### config.mk
export PLATFORM = sky130hd
export DESIGN_NAME = osd_spi_ctrl
export DESIGN_NICKNAME = d
export VERILOG_FILES = /design/src/rtl/osd_spi_ctrl.sv
export SDC_FILE = /design/constraint.sdc
export NUM_CORES = 1
export LEC_CHECK = 0
export BUFFER_PORTS_ARGS = -buffer_cell sky130_fd_sc_hd__buf_4
export CAP_MARGIN = 20
export CORE_MARGIN = 4
export CORE_UTILIZATION = 45
export DETAILED_ROUTE_END_ITERATION = 10
export PLACE_DENSITY = 0.65
export SETUP_SLACK_MARGIN = 0.4
export SLEW_MARGIN = 10
export SYNTH_ARGS = -nofsm -noshare
export SYNTH_HDL_FRONTEND = slang
export SYNTH_SLANG_ARGS = --single-unit
### constraint.sdc
create_clock -name clk_sys -period 2.7 [get_ports clk_sys]
set_clock_uncertainty 0.2 [all_clocks]
set_input_delay 0.135 -clock clk_sys [delete_from_list [all_inputs] [get_ports clk_sys]]
set_output_delay 0.135 -clock clk_sys [all_outputs]
set_load 0.05 [all_outputs]
### src/rtl/osd_spi_ctrl.sv
`default_nettype none
// +--------------------------------------------------------------------+
// | Module : osd_spi_ctrl                                              |
// | Core-side SPI master for the OSD overlay: show/hide and line write |
// | Option : OSD_CMD_FILL_EN - req_cmd 3 writes a line of req_fill     |
// | Rev    : 1.0  initial release                                      |
// +--------------------------------------------------------------------+
module osd_spi_ctrl #(
   parameter int CLK_DIV    = 4,
   parameter int LINE_BYTES = 256,
   parameter int GAP_CYCLES = 8
) (
   input  logic       clk_sys,
   input  logic       reset_n,
   input  logic       req_valid,
   output logic       req_ready,
   input  logic [1:0] req_cmd,
   input  logic [2:0] req_line,
   input  logic [7:0] req_fill,
   input  logic       data_valid,
   output logic       data_ready,
   input  logic [7:0] data_byte,
   output logic       busy,
   output logic       done,
   output logic       SPI_SCK,
   output logic       SPI_SS3,
   output logic       SPI_DI
);

   localparam logic [2:0] c_ST_IDLE   = 3'd0;
   localparam logic [2:0] c_ST_LOAD   = 3'd1;
   localparam logic [2:0] c_ST_BIT_LO = 3'd2;
   localparam logic [2:0] c_ST_BIT_HI = 3'd3;
   localparam logic [2:0] c_ST_FETCH  = 3'd4;
   localparam logic [2:0] c_ST_GAP    = 3'd5;

   localparam logic [7:0] c_DIV_LAST = 8'(CLK_DIV - 1);
   localparam logic [7:0] c_GAP_LAST = 8'(GAP_CYCLES - 1);
   localparam logic [8:0] c_LINE_LEN = 9'(LINE_BYTES);

   logic [2:0] r_state;
   logic       r_req_ready;
   logic       r_busy;
   logic       r_done;
   logic       r_data_ready;
   logic       r_sck;
   logic       r_ss3;
   logic       r_di;
   logic [1:0] r_cmd;
   logic [2:0] r_line;
   logic [7:0] r_fill;
   logic [7:0] r_shift;
   logic [2:0] r_bit_cnt;
   logic [8:0] r_byte_cnt;
   logic [7:0] r_div_cnt;

   logic [7:0] w_cmd_byte;
   logic [7:0] w_fetch_byte;
   logic       w_is_write;
   logic       w_is_fill;
   logic       w_is_noop;
   logic       w_fetch_take;

`ifdef OSD_CMD_FILL_EN
   assign w_is_fill  = (r_cmd == 2'd3);
   assign w_is_noop  = 1'b0;
`else
   assign w_is_fill  = 1'b0;
   assign w_is_noop  = (r_cmd == 2'd3);
`endif
   assign w_is_write = (r_cmd == 2'd2) || w_is_fill;

   always_comb begin
      w_cmd_byte = {5'b00100, r_line};
      case (r_cmd)
         2'd0:    w_cmd_byte = 8'h40;
         2'd1:    w_cmd_byte = 8'h41;
         default: w_cmd_byte = {5'b00100, r_line};
      endcase
   end

   // Fill lines load in one cycle; streamed lines wait for the byte handshake.
   assign w_fetch_byte = w_is_fill ? r_fill : data_byte;
   assign w_fetch_take = w_is_fill || (data_valid && r_data_ready);

   always_ff @(posedge clk_sys or negedge reset_n) begin
      if (!reset_n) begin
         r_state      <= c_ST_IDLE;
         r_req_ready  <= 1'b1;
         r_busy       <= 1'b0;
         r_done       <= 1'b0;
         r_data_ready <= 1'b0;
         r_sck        <= 1'b0;
         r_ss3        <= 1'b1;
         r_di         <= 1'b0;
         r_cmd        <= 2'd0;
         r_line       <= 3'd0;
         r_fill       <= 8'h00;
         r_shift      <= 8'h00;
         r_bit_cnt    <= 3'd0;
         r_byte_cnt   <= 9'd0;
         r_div_cnt    <= 8'd0;
      end else begin
         r_done <= 1'b0;
         case (r_state)
            c_ST_IDLE: begin
               r_req_ready <= 1'b1;
               if (req_valid && r_req_ready) begin
                  r_cmd       <= req_cmd;
                  r_line      <= req_line;
                  r_fill      <= req_fill;
                  r_req_ready <= 1'b0;
                  r_busy      <= 1'b1;
                  r_state     <= c_ST_LOAD;
               end
            end
            c_ST_LOAD: begin
               if (w_is_noop) begin
                  r_done  <= 1'b1;
                  r_busy  <= 1'b0;
                  r_state <= c_ST_IDLE;
               end else begin
                  r_shift    <= w_cmd_byte;
                  r_di       <= w_cmd_byte[7];
                  r_ss3      <= 1'b0;
                  r_byte_cnt <= 9'd0;
                  r_bit_cnt  <= 3'd0;
                  r_div_cnt  <= 8'd0;
                  r_state    <= c_ST_BIT_LO;
               end
            end
            c_ST_BIT_LO: begin
               if (r_div_cnt == c_DIV_LAST) begin
                  r_div_cnt <= 8'd0;
                  r_sck     <= 1'b1;
                  r_state   <= c_ST_BIT_HI;
               end else begin
                  r_div_cnt <= r_div_cnt + 8'd1;
               end
            end
            c_ST_BIT_HI: begin
               if (r_div_cnt == c_DIV_LAST) begin
                  r_div_cnt <= 8'd0;
                  r_sck     <= 1'b0;
                  r_shift   <= {r_shift[6:0], 1'b0};
                  r_di      <= r_shift[6];
                  r_bit_cnt <= r_bit_cnt + 3'd1;
                  if (r_bit_cnt == 3'd7) begin
                     if (w_is_write && (r_byte_cnt < c_LINE_LEN)) begin
                        r_data_ready <= ~w_is_fill;
                        r_state      <= c_ST_FETCH;
                     end else begin
                        r_ss3   <= 1'b1;
                        r_di    <= 1'b0;
                        r_state <= c_ST_GAP;
                     end
                  end else begin
                     r_state <= c_ST_BIT_LO;
                  end
               end else begin
                  r_div_cnt <= r_div_cnt + 8'd1;
               end
            end
            c_ST_FETCH: begin
               if (w_fetch_take) begin
                  r_shift      <= w_fetch_byte;
                  r_di         <= w_fetch_byte[7];
                  r_byte_cnt   <= r_byte_cnt + 9'd1;
                  r_data_ready <= 1'b0;
                  r_div_cnt    <= 8'd0;
                  r_state      <= c_ST_BIT_LO;
               end
            end
            c_ST_GAP: begin
               if (r_div_cnt == c_GAP_LAST) begin
                  r_div_cnt <= 8'd0;
                  r_done    <= 1'b1;
                  r_busy    <= 1'b0;
                  r_state   <= c_ST_IDLE;
               end else begin
                  r_div_cnt <= r_div_cnt + 8'd1;
               end
            end
            default: begin
               r_state <= c_ST_IDLE;
            end
         endcase
      end
   end

   assign req_ready  = r_req_ready;
   assign busy       = r_busy;
   assign done       = r_done;
   assign data_ready = r_data_ready;
   assign SPI_SCK    = r_sck;
   assign SPI_SS3    = r_ss3;
   assign SPI_DI     = r_di;

endmodule
`default_nettype wire

==> flow_summary.json, run 1 <==
{
  "syn-instance-count": 231,
  "slowest_delay_ns": 0.40,
  "hold_path.class": "in -> reg",
  "drc": 0,
  "clkTransAtPathRegs_ns": 0.08,
  "clock_latency_ns": 0.30,
  "critPathCaptureType": "flop",
  "max_freq_mhz": 453,
  "initial_core_util": 0.470,
  "row_count": 25,
  "finalSetupViolations": 0,
  "drtIter0Drc": 77,
  "numClockSinks": 42,
  "final_max_slew_viol_count": 0,
  "hold_viol_final": 0,
  "vias_per_cell": 5.38,
  "syn_avg_cell_area_um2": 9.74,
  "die_width_um": 78.7,
  "worst_slew_pin_slew_ns": 0.638,
  "regToRegStartpoint": "r_div_cnt[0]",
  "p_comb_frac": 0.448,
  "switching_power_uw": 1100,
  "finalCriticalPeriod_ns": 2.21,
  "nNetsFinal": 301,
  "cts_buffer_depth": 2,
  "cts_made_buffers": 5,
  "pwr-share-clk": 0.159,
  "fin_tns_setup_ns": 0,
  "r2r_end": "r_state[0]",
  "root_buffer": "clkbuf_8",
  "power_uw": 2660,
  "portBuffers": 23,
  "synth-main-ff-cell": "dfrtp_1",
  "vias": 1830,
  "worstSetupPathType": "reg -> reg",
  "drive_gt1_frac": 0.212,
  "fillCellCount": 429,
  "critPathLaunch": "r_div_cnt[0]",
  "ys_ff_latch": 42,
  "drv_cap": 0,
  "die_area_um2": 6190,
  "gp_congestion": 0.791,
  "rsz0062_at_grt": "yes",
  "antenna_found_initial": 0,
  "pwr-share-seq": 0.393,
  "crit_required_ns": 2.68,
  "cp-endpoint": "r_state[0]",
  "critPathMaxFanout": 10,
  "crit_cells": 6,
  "postLayoutSetupSlackWorst_ns": 0.492,
  "ir_drop_mv": 0.603,
  "synthArstFlopShare": 1.00,
  "p_int_uw": 1570,
  "grt-ovfl-total": 0,
  "status": "complete, no violations",
  "drtAntennaViolNets": 0,
  "post_drt_wl_per_cell_um": 14.2,
  "wirelength_um": 4830,
  "placed_cell_area_um2": 2490,
  "grt_pass1_vias": 1834,
  "hpwl_um": 3420,
  "core-area_um2": 4790,
  "worst-path-buf-inv": 0,
  "multi_input_comb_area_um2": 1120,
  "p_leak_uw": 0.00122,
  "dieHeight_um": 78.7,
  "worst-r2r-cell-count": 6,
  "finalCritPeriodShare": 0.818,
  "antennaDiodeCount": 0,
  "design_area_um2": 2740,
  "track_usage": 0.174,
  "path_cells": "ha_1 > nor4b_4 > a21oi_1 > o22a_2 > o21a_1 > a211o_1",
  "grt_pass1_wl_um": 8580,
  "crit_path_start_kind": "flop",
  "max-slew-margin-rel": 0.575,
  "yosysWarnings": 0,
  "ff_latch_area_um2": 1050,
  "cts_tree": "done",
  "grt_max_degree": 43,
  "htree_levels": 2,
  "critPathTopFamily": "compound AO/OA/AOI/OAI gates",
  "post-place-ws_ns": 0.385,
  "synth-edff-count": 0,
  "synth_area_um2": 2250,
  "synthDistinctLibCells": 48,
  "firstDrtPassIters": 4,
  "slowest_stage": "dfrtp_1",
  "synth.yosys.seq_area_share": 0.468,
  "critPathArrivalTime_ns": 2.19,
  "pwr_density_cell_nw_per_um2": 972,
  "r2r_slack_ns": 0.49,
  "area_growth_pct": 21.7,
  "syn-num-nets": 260,
  "io_pins": 32,
  "p_sw_frac": 0.412
}
[per-stage QoR]
stage	hold slack, ns	util	instances
after CTS	0.0166	0.572	340
final	0.0269	0.572	340
after floorplan	-0.361	-	231
after global routing	0.0499	0.572	340
after detailed placement	-0.0394	0.519	317
after global placement	-0.0395	0.519	317
[logic make-up after synthesis]
logic type / after synthesis / synth area share
AO/OA/AOI/OAI: 56 / 0.170
multiplexers: 11 / 0.0534
buffers and inverters: 15 / 0.0356
XOR/XNOR: 5 / 0.0195
adder cells (fa/ha/maj): 4 / 0.0222
AND/OR/NAND/NOR: 98 / 0.231
flip-flops: 42 / 0.468
[worst min path at each step]
| stage | slack, ns | to | depth (start not counted) | startpoint |
|---|---|---|---|---|
| after floorplan | -0.36 | SPI_DI | 0 | reset_n |
| after global placement | -0.04 | r_div_cnt[5] | 1 | reset_n |
| after detailed placement | -0.04 | r_div_cnt[5] | 1 | reset_n |
| after CTS | 0.02 | r_shift[5] | 4 | data_byte[5] |
| after global routing | 0.05 | r_shift[5] | 4 | data_byte[5] |
| final | 0.03 | r_shift[5] | 4 | data_byte[5] |
[sequential cells by signal, summed over array words and instances, names as in the netlist]
name and flops:
r_bit_cnt 3, SPI_DI 1, req_ready 1, r_state 3, r_line 3, done 1
SPI_SCK 1, data_ready 1, r_shift 7, SPI_SS3 1, busy 1, r_cmd 2
r_byte_cnt 9, r_div_cnt 8
[power groups by stage]
stage	logic [uW]	clock network, uW	registers, uW
3_3_place_gp	1110	0	1050
3_5_place_dp	1140	0	1060
6_report	1190	424	1050
4_1_cts	1190	436	1040
2_1_floorplan	839	0	1060
5_1_grt	1340	461	1080
[placed cells by master, fill, tap and decap left out, types with 2 or more instances in the layout]
master	netlist	layout
mux2_2	8	8
nand4_1	5	5
inv_1	6	6
dfstp_2	2	2
nand2_1	15	15
or3_1	2	2
o21ai_0	7	7
a21oi_1	19	19
dlygate4sd3_1	0	14
clkbuf_8	0	6
buf_4	1	28
a21boi_0	2	2
a21oi_2	2	2
mux2i_1	3	3
dfrtp_1	40	40
o21a_1	2	2
and2_1	6	6
nor3_1	7	7
xor2_1	5	5
ha_1	4	4
nand3_1	12	12
and3_1	6	6
nor2_1	27	27
nor2b_1	3	3
a31oi_1	6	6
nand2b_1	7	7
a22oi_1	5	5
a22o_1	2	2
[per-layer routing]
layer	vias to the layer above	routed length (um)	global-route usage
li1	906	-	-
met2	29	2310	0.286
met3	7	162	0.0420
met5	-	0	0
met4	0	68	0.0455
met1	888	2290	0.229
[synth_stat cells, types with 4 or more instances]
cell type,instances,area [um^2]
nand2b_1,7,43.8
a21oi_1,19,95.1
nand4_1,5,31.3
and2_1,6,37.5
nor3_1,7,35.0
buf_2,4,20.0
and3_1,6,37.5
nor2_1,27,101
inv_1,6,22.5
a22oi_1,5,37.5
o21ai_0,7,35.0
nand3_1,12,60.1
mux2_2,8,90.1
dfrtp_1,40,1000
nand2_1,15,56.3
a31oi_1,6,37.5
ha_1,4,50.1
xor2_1,5,43.8
[cell type report]
| type | instances | area share |
|---|---|---|
| clock inverters | 1 | 0.00183 |
| repair buffers | 43 | 0.135 |
| flip-flops and latches | 42 | 0.385 |
| well taps | 67 | 0.0306 |
| clock buffers | 7 | 0.0315 |
| inverters | 6 | 0.00822 |
| multi-input cells | 174 | 0.408 |
[what timing repair did]
| item | in CTS | in global routing |
|---|---|---|
| resized for setup | 0 | 1 |
| pin swaps | 1 | 0 |
| hold buffers | 14 | 0 |
| endpoints found under the setup margin | 2 | 2 |
| endpoints found under the hold margin | 55 | 0 |
| buffers inserted | 1 | 0 |
[worst reg2reg max path, cell delays in order (launching register included)]
cell,delay (ns)
dfrtp_1,0.40
ha_1,0.25
nor4b_4,0.31
a21oi_1,0.17
o22a_2,0.31
o21a_1,0.21
a211o_1,0.25
Note: power is estimated with default switching activity, not from simulation.
==> run 2, diff against run 1 <==
Settings changed: ABC_AREA from default to 1, PLACE_DENSITY 0.65 to 0.67.
Clock period 2.7 ns to 2 ns, I/O delays scaled along.
==> run 2 against run 1 <==
- area after synthesis up 8.3%
- register-to-register slack got worse by 0.13 ns
- combinational power fell by 95%
- worst setup slack worse by 0.13 ns
- die area is 7.5% higher
- total power down 35%
- largest power group is now registers
==> flow_summary.json, run 2 <==
{
  "status": "complete, no violations",
  "pwr_density_cell_nw_per_um2": 500,
  "r2r_end": "r_div_cnt[7]",
  "final_common_cell": "nand2_1",
  "synthXorXnorAreaFrac": 0.0216,
  "finalSetupViolations": 0,
  "synth.yosys.seq_area_share": 0.432,
  "row_count": 26,
  "critPathMaxFanout": 5,
  "synth-edff-count": 0,
  "synth_area_leaders": "dfrtp_1 41%, nand2_1 19%, nand3_1 9.0%, inv_1 4.0%, nor2_1 3.7%",
  "synth_commonest_cells": "125 x nand2_1, 44 x nand3_1, 40 x dfrtp_1",
  "vias_per_cell": 5.05,
  "worst_hold_slack_ns": 0.117,
  "drtAntennaViolNets": 0,
  "final_cell_mix": "111 x nand2_1, 53 x buf_4, 37 x nand3_1",
  "crit_path_start_kind": "flop",
  "dp.cells": 424,
  "firstDrtPassIters": 4,
  "r2r_slack_ns": 0.36,
  "critPathCaptureType": "flop",
  "top_regs": "r_byte_cnt x9, r_div_cnt x8, r_shift x7",
  "cts_made_buffers": 5,
  "worst_slew_pin_slew_ns": 0.536,
  "largest_register_ffs": 9,
  "clock_latency_ns": 0.30,
  "drive_gt1_frac": 0.317,
  "dieHeight_um": 81.6,
  "grt_max_degree": 43,
  "final_max_slew_viol_count": 0,
  "drc": 0,
  "portBuffers": 23,
  "rsz0062_at_grt": "yes",
  "post_drt_wl_per_cell_um": 13.2,
  "track_usage": 0.191,
  "drv_cap": 0,
  "synth.area.mux_share": 0,
  "synthAdderAreaFrac": 0.0205,
  "regMostFlops": "r_byte_cnt",
  "drtIter0Drc": 140,
  "die_width_um": 81.6,
  "synth-main-ff-cell": "dfrtp_1",
  "synth_top_family_by_area": "simple AND/OR/NAND/NOR gates",
  "antennaDiodeCount": 0,
  "clkTransAtPathRegs_ns": 0.09,
  "grt_pass1_wl_um": 9890,
  "p_leak_uw": 0.00175,
  "ir_drop_mv": 0.374,
  "fin_tns_setup_ns": 0,
  "die_area_um2": 6660,
  "syn-num-nets": 358,
  "yosysWarnings": 0,
  "max-slew-margin-rel": 0.643,
  "ys_ff_latch": 42,
  "hold_path.class": "in -> async",
  "antenna_found_initial": 0,
  "worstSetupPathType": "reg -> reg",
  "io_pins": 32,
  "yosysTopAreaCellShare": 0.411,
  "htree_levels": 2,
  "yosysMostFrequentCell": "nand2_1",
  "final_cells": 474,
  "initial_core_util": 0.471,
  "gp_congestion": 0.833,
  "nNetsFinal": 432,
  "vias": 2396,
  "area_growth_pct": 41.5,
  "worst-r2r-cell-count": 9,
  "regToRegStartpoint": "r_state[1]",
  "root_buffer": "clkbuf_8",
  "cts_tree": "done",
  "syn_avg_cell_area_um2": 7.41,
  "synth_simple_gate_area_frac": 0.390,
  "hold_viol_final": 0,
  "wirelength_um": 6280,
  "synthArstFlopShare": 1.00,
  "max_freq_mhz": 609,
  "synthDistinctLibCells": 34,
  "finalCriticalPeriod_ns": 1.64,
  "grt-ovfl-total": 0,
  "fillCellCount": 405,
  "finalCritPeriodShare": 0.821,
  "core-area_um2": 5170,
  "numClockSinks": 42,
  "synth_largest_area_cell": "dfrtp_1",
  "grt_pass1_vias": 2126,
  "critPathArrivalTime_ns": 1.64,
  "hpwl_um": 3790,
  "synth_compound_area_frac": 0.0621,
  "synth_area_um2": 2440,
  "syn-instance-count": 329,
  "cts_buffer_depth": 2,
  "crit_required_ns": 2.00
}
==> run 2: cell count changes in the layout (fill, tap and decap cells not counted), moves of 9 or more <==
cell | previous run | this run
a21oi_1 | 19 | 2
buf_4 | 28 | 53
inv_1 | 6 | 23
nand2_1 | 15 | 111
nand2_2 | 0 | 10
nand2_4 | 0 | 9
nand3_1 | 12 | 37
nor2_1 | 27 | 16
==> run 2: what timing repair did <==
| item | 4_1_cts | 5_1_grt |
|---|---|---|
| hold buffers | 15 | 0 |
| hold endpoints to repair | 56 | 0 |
| setup buffers | 9 | 15 |
| setup endpoints to repair | 36 | 40 |
| pin swaps | 3 | 14 |
| cloned | 0 | 3 |
| resized for setup | 24 | 40 |
==> run 2: cells by family (layout without fill, tap and decap cells) <==
| kind of cell | Yosys count | after routing |
|---|---|---|
| compound gates | 24 | 24 |
| fa+ha+maj | 4 | 4 |
| buf+inv | 37 | 112 |
| xor+xnor | 6 | 6 |
| simple gates | 216 | 216 |
| flops | 42 | 42 |
==> run 2: metal layers <==
metal,vias up,routed length (um),track usage
met2,46,3110,0.317
met3,7,178,0.0362
met5,-,0,0
met1,1131,2910,0.255
met4,0,85,0.0498
li1,1212,-,-
==> run 2: how the worst max path moves through the flow <==
stage | slack (ns) | to | cells past startpoint | startpoint
floorplan | 0.43 | SPI_DI | 8 | r_div_cnt[0]
global placement | 0.15 | r_shift[0] | 7 | r_div_cnt[0]
detailed placement | 0.11 | r_bit_cnt[0] | 7 | r_div_cnt[0]
CTS | 0.40 | r_div_cnt[6] | 9 | r_state[1]
global route | 0.27 | r_div_cnt[0] | 8 | r_state[1]
finish | 0.36 | r_div_cnt[7] | 9 | r_state[1]
==> run 2: layout make-up <==
class                      instances  area, um^2  share of cell area
clock buffer                       5        68.8              0.0200
clock inverter                     3        68.8              0.0200
inverter                          30         125              0.0363
multi-input combinational        250        1390               0.404
sequential                        42        1060               0.307
tap                               70        87.6              0.0254
timing repair buffer              74         646               0.187
==> run 2: through the flow <==
stage	setup WS, ns	power (uW)	cell area (um^2)	util
2_1_floorplan	0.433	867	2440	-
3_3_place_gp	0.149	908	2710	0.525
3_5_place_dp	0.108	909	2710	0.525
4_1_cts	0.396	1740	3140	0.607
5_1_grt	0.273	1800	3450	0.667
6_report	0.359	1720	3450	0.667
==> run 2: power breakdown <==
group	internal, uW	switching (uW)	total [uW]
clock network	500	309	809
logic	38.9	26.4	65.3
registers	848	0	848
==> run 2: worst max-delay path, stage by stage (launching register included) <==
cell and delay [ns]:
dfrtp_1 0.41, inv_2 0.12, nand2_4 0.09, nor2_4 0.15, o21ai_4 0.09, nand2_2 0.10, nand2_4 0.08, clkbuf_16 0.17
nand3_1 0.07, nand2_1 0.05
